==> config.mk <==
export PLATFORM = sky130hd
export DESIGN_NAME = serial_adder_ctrl_flat
export DESIGN_NICKNAME = d
export VERILOG_FILES = /design/src/rtl/serial_adder_ctrl_if.sv /design/src/rtl/serial_adder_ctrl.sv /design/src/flat_wrapper.sv
export SDC_FILE = /design/constraint.sdc
export NUM_CORES = 1
export LEC_CHECK = 0
export ABC_AREA = 1
export BUFFER_PORTS_ARGS = -buffer_cell sky130_fd_sc_hd__buf_2
export CORE_MARGIN = 5
export CORE_UTILIZATION = 56
export CTS_BUF_LIST = sky130_fd_sc_hd__clkbuf_2 sky130_fd_sc_hd__clkbuf_4 sky130_fd_sc_hd__clkbuf_8
export DETAILED_ROUTE_END_ITERATION = 16
export HOLD_SLACK_MARGIN = 0.06
export PLACE_DENSITY = 0.89
export SLEW_MARGIN = 5
export SYNTH_ARGS = -nofsm -noshare
export SYNTH_HDL_FRONTEND = slang
export SYNTH_SLANG_ARGS = --single-unit
==> constraint.sdc <==
create_clock -name clk -period 1.7 [get_ports clk]
set_clock_uncertainty 0.1 [all_clocks]
set_input_delay 0.34 -clock clk [delete_from_list [all_inputs] [get_ports clk]]
set_output_delay 0.34 -clock clk [all_outputs]
set_load 0.03 [all_outputs]
==> src/rtl/serial_adder_ctrl_if.sv <==
// Handshake/operand bundle for serial_adder_ctrl.
// Optional ovf signal present when SERIAL_ADD_OVF_EN is defined.
interface serial_adder_ctrl_if #(
  parameter int unsigned WIDTH = 8
);
  logic             start;
  logic [WIDTH-1:0] a_in;
  logic [WIDTH-1:0] b_in;
  logic             cin;
  logic             busy;
  logic             done;
  logic [WIDTH-1:0] sum;
  logic             cout;
`ifdef SERIAL_ADD_OVF_EN
  logic             ovf;

  modport master (output start, a_in, b_in, cin, input busy, done, sum, cout, ovf);
  modport slave  (input start, a_in, b_in, cin, output busy, done, sum, cout, ovf);
`else
  modport master (output start, a_in, b_in, cin, input busy, done, sum, cout);
  modport slave  (input start, a_in, b_in, cin, output busy, done, sum, cout);
`endif
endinterface

==> src/rtl/serial_adder_ctrl.sv <==
// Bit-serial adder controller: one full-adder cell reused across WIDTH cycles, LSB first.
// Define SERIAL_ADD_OVF_EN to add the two's-complement overflow output (bus.ovf).
module serial_adder_ctrl #(
  parameter int unsigned WIDTH = 8
) (
  input  logic               clk,
  input  logic               rst,
  serial_adder_ctrl_if.slave bus
);
  localparam int unsigned CW = $clog2(WIDTH + 1);
  localparam logic [CW-1:0] LAST = CW'(WIDTH - 1);

  typedef enum logic [1:0] {IDLE, RUN, DONE} state_t;

  state_t           state_q, state_d;
  logic [WIDTH-1:0] a_sr, b_sr, sum_q;
  logic [CW-1:0]    cnt;
  logic             carry, cout_q;
  logic             cell_s, cell_co;
  logic [WIDTH-1:0] bit_mask;
`ifdef SERIAL_ADD_OVF_EN
  logic             ovf_q;
`endif

  // Shared full-adder cell
  always_comb begin
    cell_s   = a_sr[0] ^ b_sr[0] ^ carry;
    cell_co  = (a_sr[0] & b_sr[0]) | (a_sr[0] & carry) | (b_sr[0] & carry);
    bit_mask = WIDTH'(1) << cnt;
  end

  always_ff @(posedge clk) begin
    if (rst) state_q <= IDLE;
    else     state_q <= state_d;
  end

  always_comb begin
    state_d = state_q;
    case (state_q)
      IDLE:    if (bus.start) state_d = RUN;
      RUN:     if (cnt == LAST) state_d = DONE;
      DONE:    state_d = IDLE;
      default: state_d = IDLE;
    endcase
  end

  always_ff @(posedge clk) begin
    if (rst) begin
      a_sr   <= '0;
      b_sr   <= '0;
      sum_q  <= '0;
      cnt    <= '0;
      carry  <= 1'b0;
      cout_q <= 1'b0;
`ifdef SERIAL_ADD_OVF_EN
      ovf_q  <= 1'b0;
`endif
    end else begin
      case (state_q)
        IDLE: if (bus.start) begin
          a_sr  <= bus.a_in;
          b_sr  <= bus.b_in;
          carry <= bus.cin;
          cnt   <= '0;
        end
        RUN: begin
          // Only the addressed sum bit changes; unwritten bits keep their prior value
          sum_q <= (sum_q & ~bit_mask) | (cell_s ? bit_mask : '0);
          carry <= cell_co;
          a_sr  <= a_sr >> 1;
          b_sr  <= b_sr >> 1;
          if (cnt == LAST) begin
            cout_q <= cell_co;
`ifdef SERIAL_ADD_OVF_EN
            ovf_q  <= carry ^ cell_co;
`endif
          end else begin
            cnt <= cnt + CW'(1);
          end
        end
        default: ;
      endcase
    end
  end

  assign bus.busy = (state_q != IDLE);
  assign bus.done = (state_q == DONE);
  assign bus.sum  = sum_q;
  assign bus.cout = cout_q;
`ifdef SERIAL_ADD_OVF_EN
  assign bus.ovf  = ovf_q;
`endif
endmodule
==> src/flat_wrapper.sv <==
// flat-port wrapper written by rule: the top's interface ports become plain ports
module serial_adder_ctrl_flat 
#(
  parameter int unsigned WIDTH = 8
)
  (clk, rst, bus_start, bus_a_in, bus_b_in, bus_cin, bus_busy, bus_done, bus_sum, bus_cout);
  serial_adder_ctrl_if #(.WIDTH(WIDTH)) bus_i ();
  input  logic clk;
  input  logic rst;
  input wire logic [$bits(bus_i.start)-1:0] bus_start;
  input wire logic [$bits(bus_i.a_in)-1:0] bus_a_in;
  input wire logic [$bits(bus_i.b_in)-1:0] bus_b_in;
  input wire logic [$bits(bus_i.cin)-1:0] bus_cin;
  output wire logic [$bits(bus_i.busy)-1:0] bus_busy;
  output wire logic [$bits(bus_i.done)-1:0] bus_done;
  output wire logic [$bits(bus_i.sum)-1:0] bus_sum;
  output wire logic [$bits(bus_i.cout)-1:0] bus_cout;
  assign bus_i.start = bus_start;
  assign bus_i.a_in = bus_a_in;
  assign bus_i.b_in = bus_b_in;
  assign bus_i.cin = bus_cin;
  assign bus_busy = bus_i.busy;
  assign bus_done = bus_i.done;
  assign bus_sum = bus_i.sum;
  assign bus_cout = bus_i.cout;
  serial_adder_ctrl #(.WIDTH(WIDTH)) u_core (.clk(clk), .rst(rst), .bus(bus_i));
endmodule
==> results.md <==
* Status: finished, final reports clean
* Largest net degree at the start of global routing at 31
* Number of routed nets with antenna violations at 0
* Number of hold-slack violations in the final timing report at 0
* Clock Path Buffers at 2
* Placed standard-cell area at 1720 µm²
* Critical path endpoint category: output port
* Iteration-0 DRC count of the detailed router at 87
* Placeable core area at about 2700 µm²
* Worst hold path stage count at 3
* Area leader, netlist: sky130_fd_sc_hd__dfxtp_1
* Share of total power in the clock network at between 30% and 40%
* Comb pwr share at between 10% and 20%
* Mean routed wirelength per cell at 10.7 µm
* Cells after DPL at around 280
* Distinct cell type count after synthesis at 21
* Worst max-slew margin expressed relative to the limit at 73.8%
* Reg power frac at roughly 48%
* Sequential area share after synthesis at between 40% and 50%
* Wire length of the first global-routing pass at ~5400 µm
* Die footprint at around 4000 µm²
* Proportion of netlist area held by the largest area contributor at 41.2%
* Ranking of synthesized cells by area: sky130_fd_sc_hd__dfxtp_1, sky130_fd_sc_hd__nand2_1, sky130_fd_sc_hd__a21oi_1
* Most used cells in the layout excluding fill and tap cells: sky130_fd_sc_hd__nand2_1, sky130_fd_sc_hd__dfxtp_1, sky130_fd_sc_hd__buf_2, sky130_fd_sc_hd__a21oi_1, sky130_fd_sc_hd__nor2_1
* Cell chosen for the clock root: sky130_fd_sc_hd__clkbuf_4
* Flops & latches, synth at 32
* Antenna violations before repair at 0
* Startpoint type of the worst setup path: register
* Total internal power at 1.26 mW
* P per Cell Area at 941 nW/µm²
* Non-Filler Cell Area, Final at 1810 µm²
* Global placement routability congestion at between 0.7 and 0.8
* Starting utilization of the core area at 57.3%
* Vias per cell at between 5 and 6
* Share of total power consumed by net switching at 25.9%
* # port buffers at 30
* Count of hold-fix buffers inserted at cts at 0
* Number of optimization iterations in the first detailed-route pass at 4
* Leakage power total at 0.860 nW
* WP data arrival at 1.13 ns
* Instance count of the mapped netlist at 228
* Number of diodes at 0
* Worst hold-check path type: in2reg
* Vert. Die Dim at 62.7 µm
* Post-CTS setup buffer count at 0
* Layout area overhead at 16.5%
* Hold Path End: u_core.a_sr[7]$_SDFFE_PP0P_
* Transition at the pin with the smallest max-transition slack at 0.391 ns
* Peak supply drop at 0.000732 V
* Clock slew at reported path FFs at 0.10 ns
* Worst EP required at roughly 1.3 ns
* Type of the worst setup path: reg2out
* Finish-stage setup viols at 0
* Max FO, Critical Path at 5
* Netlist area before placement at 1550 µm²
* Mapped Nets at 255
* Source-to-sink clock delay at the later pin of the worst-skew pair at about 0.33 ns
* Post-DP HPWL at 2150 µm
* Number of maximum-capacitance constraint violations at 0
* Unrepaired setup endpoints after global routing: no
* Max-slew violation count at 0
* Yosys warning count at 0
* Total Routing Usage GR at 16.5%
* Setup slack of the worst register-to-register path at 0.22 ns
* # nets final at 286
* Via count at 1481
* Power spent charging and discharging nets at 0.441 mW
* Cell Rows at 19
* Fin cells at 291
* Part of the cycle the worst path needs at 92.6%
* Most frequent standard cell in the layout excluding fill and tap cells: sky130_fd_sc_hd__nand2_1
* Worst reg-to-reg path cell count at 6
* # H-tree levels at 2
* Clock tree from TritonCTS: done
* Total wire length after detailed routing at 3120 µm
* CTS resizes at 0
* Min Clock Period, post-route at 1.57 ns
* Remaining DRCs at 0
* Hold Path Origin: bus_a_in[7]
* Number of global-route vias before repair at approximately 1300
* Fraction of layout cells with a size suffix above 1 at 18.8%
* Number of top-level design ports at 31
* Total negative setup slack at 0 ns
* Startpoint of the worst register-to-register path: u_core.state_q[1]$_SDFFE_PP0P_
* Total gr overflow at 0
* Mean area per synthesized cell at 6.82 µm²
* Highest attainable clock frequency at 635 MHz
* Die width at 62.7 µm
* TritonCTS Buffers at 5
* Num Clock Sinks at 32
## cell families after synthesis
group	share of synthesized area, %
compound gates	13.4
fa+ha+maj	6.12
buf+inv	6.60
flops	41.2
simple gates	32.6
## routing by layer
metal / global-route usage [%] / routed length, µm / vias up
met1: 22.4 / 1570 / 650
met2: 23.7 / 1300 / 32
met5: 0 / 0 / -
met3: 6.47 / 205 / 7
li1: - / - / 792
met4: 5.84 / 46 / 0
## worst max path at each step
stage	startpoint	to	cells after the start	slack, ns
global route	u_core.state_q[1]$_SDFFE_PP0P_	bus_done	3	0.06
floorplan	u_core.state_q[1]$_SDFFE_PP0P_	bus_done	2	0.40
detailed placement	u_core.state_q[1]$_SDFFE_PP0P_	register	6	0.26
global placement	u_core.state_q[1]$_SDFFE_PP0P_	register	6	0.30
finish	u_core.state_q[1]$_SDFFE_PP0P_	bus_done	3	0.13
CTS	u_core.state_q[1]$_SDFFE_PP0P_	bus_done	3	0.13
## power groups by stage
stage | Sequential, mW | Clock, mW | Combinational (mW)
final | 0.811 | 0.651 | 0.242
after global placement | 0.828 | 0 | 0.237
after detailed placement | 0.829 | 0 | 0.240
after CTS | 0.811 | 0.660 | 0.242
after floorplan | 0.833 | 0 | 0.175
after global routing | 0.818 | 0.705 | 0.274
## Yosys cell counts
cell type / instances
sky130_fd_sc_hd__nand2_1: 87
sky130_fd_sc_hd__dfxtp_1: 32
sky130_fd_sc_hd__a21oi_1: 22
sky130_fd_sc_hd__nor2_1: 20
sky130_fd_sc_hd__o21ai_1: 15
sky130_fd_sc_hd__inv_1: 9
sky130_fd_sc_hd__nand3_1: 7
sky130_fd_sc_hd__ha_1: 6
sky130_fd_sc_hd__nor3_1: 6
sky130_fd_sc_hd__buf_2: 4
sky130_fd_sc_hd__inv_2: 4
sky130_fd_sc_hd__buf_4: 3
sky130_fd_sc_hd__o21ai_0: 3
sky130_fd_sc_hd__clkbuf_1: 2
sky130_fd_sc_hd__nand4_1: 2
sky130_fd_sc_hd__clkinv_1: 1
sky130_fd_sc_hd__fa_1: 1
sky130_fd_sc_hd__nand2_2: 1
sky130_fd_sc_hd__nand3_2: 1
sky130_fd_sc_hd__nor2_4: 1
sky130_fd_sc_hd__o21ai_2: 1
## per-stage QoR
step                      utilization (%)  power [mW]  hold WS (ns)  setup WS (ns)
final                                66.8        1.70         0.141          0.126
after global routing                 66.8        1.80         0.114         0.0593
after CTS                            66.8        1.71         0.131          0.127
after detailed placement             63.3        1.07         0.357          0.263
after global placement               63.3        1.06         0.353          0.301
after floorplan                         -        1.01         0.309          0.405
## critical path, stage by stage, from the launching register on
cell                      delay [ns]
sky130_fd_sc_hd__dfxtp_1        0.40
sky130_fd_sc_hd__inv_2          0.09
sky130_fd_sc_hd__nor2_1         0.10
sky130_fd_sc_hd__buf_2          0.21
## layout make-up
class / instances / area [µm²]
clock buffer: 7 / 65.1
tap: 31 / 38.8
multi-input combinational: 173 / 811
clock inverter: 1 / 30.0
inverter: 14 / 52.6
fill: 247 / 900
sequential: 32 / 641
timing repair buffer: 33 / 173
Power figures use the tool's default switching activity.
